[src/rtl/serial_subtractor.sv]
// Bit-serial two's-complement subtractor: computes a - b LSB-first, one bit per clock.
// Optional signed-overflow output enabled by defining SERIAL_SUB_SIGNED_OVF_EN.
module serial_subtractor #(
  parameter int unsigned WIDTH = 8
) (
  input  logic             clk,
  input  logic             rst_n,
  input  logic             start,
  input  logic [WIDTH-1:0] a,
  input  logic [WIDTH-1:0] b,
  output logic             ready,
  output logic             busy,
  output logic             done,
  output logic [WIDTH-1:0] diff,
  output logic             borrow
`ifdef SERIAL_SUB_SIGNED_OVF_EN
  ,
  output logic             ovf
`endif
);

  localparam int unsigned CW   = (WIDTH > 1) ? $clog2(WIDTH) : 1;
  localparam int unsigned LAST = WIDTH - 1;

  typedef enum logic [1:0] {
    S_IDLE  = 2'd0,
    S_SHIFT = 2'd1,
    S_DONE  = 2'd2
  } state_e;

  state_e           state_q, state_d;
  logic [WIDTH-1:0] a_q, a_d;
  logic [WIDTH-1:0] b_q, b_d;
  logic [WIDTH-1:0] diff_q, diff_d;
  logic [CW-1:0]    cnt_q, cnt_d;
  logic             bin_q, bin_d;
  logic             borrow_q, borrow_d;
  logic             ready_q, busy_q, done_q;
  logic             d_bit, bout;
`ifdef SERIAL_SUB_SIGNED_OVF_EN
  logic             ovf_q, ovf_d;
`endif

  // One full-subtractor step on the current LSBs
  assign d_bit = a_q[0] ^ b_q[0] ^ bin_q;
  assign bout  = (~a_q[0] & b_q[0]) | (~(a_q[0] ^ b_q[0]) & bin_q);

  always_comb begin
    state_d  = state_q;
    a_d      = a_q;
    b_d      = b_q;
    diff_d   = diff_q;
    cnt_d    = cnt_q;
    bin_d    = bin_q;
    borrow_d = borrow_q;
`ifdef SERIAL_SUB_SIGNED_OVF_EN
    ovf_d    = ovf_q;
`endif
    case (state_q)
      S_IDLE, S_DONE: begin
        if (start) begin
          a_d      = a;
          b_d      = b;
          diff_d   = '0;
          cnt_d    = '0;
          bin_d    = 1'b0;
          borrow_d = 1'b0;
`ifdef SERIAL_SUB_SIGNED_OVF_EN
          ovf_d    = 1'b0;
`endif
          state_d  = S_SHIFT;
        end else if (state_q == S_DONE) begin
          state_d = S_IDLE;
        end
      end
      S_SHIFT: begin
        diff_d = {d_bit, diff_q[WIDTH-1:1]};
        a_d    = a_q >> 1;
        b_d    = b_q >> 1;
        bin_d  = bout;
        if (cnt_q == CW'(LAST)) begin
          state_d  = S_DONE;
          borrow_d = bout;
`ifdef SERIAL_SUB_SIGNED_OVF_EN
          // On the last step the operand LSBs are the original MSBs
          ovf_d    = (a_q[0] != b_q[0]) && (d_bit != a_q[0]);
`endif
        end else begin
          cnt_d = cnt_q + CW'(1);
        end
      end
      default: state_d = S_IDLE;
    endcase
  end

  always_ff @(posedge clk or negedge rst_n) begin
    if (!rst_n) begin
      state_q  <= S_IDLE;
      a_q      <= '0;
      b_q      <= '0;
      diff_q   <= '0;
      cnt_q    <= '0;
      bin_q    <= 1'b0;
      borrow_q <= 1'b0;
      ready_q  <= 1'b1;
      busy_q   <= 1'b0;
      done_q   <= 1'b0;
    end else begin
      state_q  <= state_d;
      a_q      <= a_d;
      b_q      <= b_d;
      diff_q   <= diff_d;
      cnt_q    <= cnt_d;
      bin_q    <= bin_d;
      borrow_q <= borrow_d;
      ready_q  <= (state_d != S_SHIFT);
      busy_q   <= (state_d == S_SHIFT);
      done_q   <= (state_d == S_DONE);
    end
  end

`ifdef SERIAL_SUB_SIGNED_OVF_EN
  always_ff @(posedge clk or negedge rst_n) begin
    if (!rst_n) ovf_q <= 1'b0;
    else        ovf_q <= ovf_d;
  end

  assign ovf = ovf_q;
`endif

  assign ready  = ready_q;
  assign busy   = busy_q;
  assign done   = done_q;
  assign diff   = diff_q;
  assign borrow = borrow_q;

endmodule

[config.mk]
export PLATFORM = sky130hd
export DESIGN_NAME = serial_subtractor
export DESIGN_NICKNAME = d
export VERILOG_FILES = /design/src/rtl/serial_subtractor.sv
export SDC_FILE = /design/constraint.sdc
export NUM_CORES = 1
export LEC_CHECK = 0
export BUFFER_PORTS_ARGS = -buffer_cell sky130_fd_sc_hd__buf_2
export CAP_MARGIN = 10
export CORE_UTILIZATION = 58
export DETAILED_ROUTE_END_ITERATION = 7
export PLACE_DENSITY_LB_ADDON = 0.1
export SYNTH_ARGS = -nofsm -noshare
export SYNTH_HDL_FRONTEND = slang
export SYNTH_SLANG_ARGS = --single-unit
[constraint.sdc]
create_clock -name clk -period 4.7 [get_ports clk]
set_input_delay 0.705 -clock clk [delete_from_list [all_inputs] [get_ports clk]]
set_output_delay 0.705 -clock clk [all_outputs]
set_load 0.05 [all_outputs]
==> metrics <==
CP Launch Type register; Die Span Y 55.0 um; Fmax 526 MHz; post-CTS sizing 0; Congestion Overflow GR 0; Tmin final 1.90 ns; first-pass GRT wire length 4750 um; Die Wd 55.0 um; CTS buffer count 5; CTS Hold Buffers Added 0; IO buf count 30; CTS root buffer clkbuf_4; drt drc 0; via/cell ratio 5.81; peak supply drop 565 uV; Filler cells 214; Synth Area in Simple Gates 8.75%; synthesis-to-layout area growth 12.1%; commonest non-fill, non-tap cell in the layout dfrtp_1; mux share of post-synthesis cell area 11.7%; Pwr per Cell Area 685 nW/um^2; Power Total 1.25 mW; die area 3030 um^2; register area share after synthesis 52.3%; worst r2r src state_q[1]; Seq pwr share 43.3%; WP data arrival 2.13 ns; Synth Area in Compound Gates 19.9%; Avg Cell Area, Syn 11.2 um^2; Yosys warnings 0; RSZ-0062 raised after global routing false; endpoints failing setup 0; fin util 71.2%; combinational power share 43.7%; Max Cap Violations 0; Vias 1185; final hold viol count 0; number of distinct library cells after synthesis 23; drt first-iter violations 20; initial core utilization 63.5%; cells after synthesis 145; setup TNS 0 ns; internal power 719 uW; Final Non-Filler Cells 204; most frequent cells in the layout dfrtp_1 (33), buf_2 (30), mux2i_1 (19); Yosys reg bits 34; Core Box Area 2570 um^2; io pins 31; largest net degree at the start of global routing 35; Lkg Pwr 0.839 nW; worst-margin pin slew 1.15 ns; worst r2r path cells 3; clock skew 0.00929 ns; Global Route Usage Sum 22.6%; CTS Sinks 34; Setup Buffers After CTS 0; hpwl dp 2030 um; Setup crit end kind register; initial antenna violation count 0; Clock power frac 12.9%; worst setup path class reg2reg; CP max FO 26; area share of fa/ha/maj cells after synthesis 2.76%; Cell Rows 18; Reg2Reg Capture Point a_q[0]; first-pass iteration count of the detailed router 4; Reg clk slew, reported paths 0.10 ns; Net Switching 534 uW; ant diodes 0; R2R Setup Slk 2.80 ns; clock tree buffer depth 2; ANT nets after route 0; fraction of registers with async set/reset 100%; Final period util 40.5%; Min Hold Slack 0.434 ns; Synth Flop Type dfrtp_1; CTS H-tree lvls 2; HP Class in2async; EDFF count, synth 0; layout cell share with drive strength beyond 1 23.0%; xor/xnor share of the synthesized area 0%; synthesized area 1630 um^2; CTS tree built; Post-Syn Nets 167; post-placement cell count 196; DR WL/cell 14.6 um; largest family of logic cells by synthesized area compound AO/OA/AOI/OAI gates; sw frac 42.6%; routability cong. 0.703; final layout net count 195; status finished, final reports clean; max-slew violation total from the final report 0; number of global-route vias before repair 1113; clk_lat worst skew 0.32 ns; relative slew slack 23.6%; WP data required 4.92 ns; routed wire length 2970 um
synth_stat cells, drive strengths merged, types with 2 or more instances:
cell type  instances  area (um^2)
dfrtp             33          826
mux2i             19          190
a21oi             15         75.1
nor2b             14         87.6
a211oi            13         97.6
buf                9         53.8
a22o               7         61.3
o21ai              6         30.0
inv                5         18.8
a21o               4         30.0
nand2              4         15.0
nor2               4         17.5
a32o               3         30.0
ha                 2         25.0
nand3              2         10.0
worst max path at each step:
stage                          start        to  slack, ns  depth (start not counted)
final                     state_q[1]    a_q[0]       2.80                          3
after global routing      state_q[1]    a_q[0]       2.69                          3
after CTS                 state_q[1]    a_q[0]       2.78                          3
after detailed placement       start  cnt_q[1]       2.78                          4
after global placement         start  cnt_q[1]       2.85                          4
after floorplan             cnt_q[0]  cnt_q[1]       3.21                          5
worst max-delay path, stage by stage, from the launching register on:
cell and delay (ns):
dfrtp_1 1.11, nor2b_1 0.26, a32o_1 0.29, a21o_1 0.15
per-stage QoR:
| stage | cell area [um^2] | setup WS, ns |
|---|---|---|
| CTS | 1830 | 2.78 |
| floorplan | 1630 | 3.21 |
| finish | 1830 | 2.80 |
| global route | 1830 | 2.69 |
| detailed placement | 1770 | 2.78 |
| global placement | 1770 | 2.85 |
power groups by stage:
stage / clock, mW / sequential [mW] / combinational, mW
after floorplan: 0 / 0.644 / 0.328
after global placement: 0 / 0.537 / 0.530
after detailed placement: 0 / 0.549 / 0.552
after CTS: 0.169 / 0.545 / 0.554
after global routing: 0.179 / 0.564 / 0.608
final: 0.162 / 0.543 / 0.548
layer usage:
layer  global-route usage (%)  vias to the layer above  share of wire, %
met2                     41.2                       26                52
met5                        0                        -                 0
met3                     7.38                        0               3.7
met1                     25.6                      579                44
li1                         -                      580                 -
met4                     5.00                        0                 0
layout make-up:
type                       count  area [um^2]  share of cell area, %
multi-input combinational     96          702                   38.4
inverter                       5         18.8                   1.03
clock inverter                 1         5.00                  0.274
clock buffer                   7         55.1                   3.01
sequential                    34          852                   46.6
tap                           30         37.5                   2.05
timing repair buffer          31          158                   8.62
registers in the layout (all words and copies together) (netlist names):
name and flops:
a_q 8, b_q 8, bin_q 1, borrow 1
busy 1, cnt_q 3, diff 8, done 1
ready 1, state_q 2
cell families after synthesis:
kind of cell / after synthesis
AO/OA/AOI/OAI: 48
adder cells (fa/ha/maj): 3
buffers and inverters: 15
flip-flops: 34
multiplexers: 19
AND/OR/NAND/NOR: 26
Power figures use the tool's default switching activity.
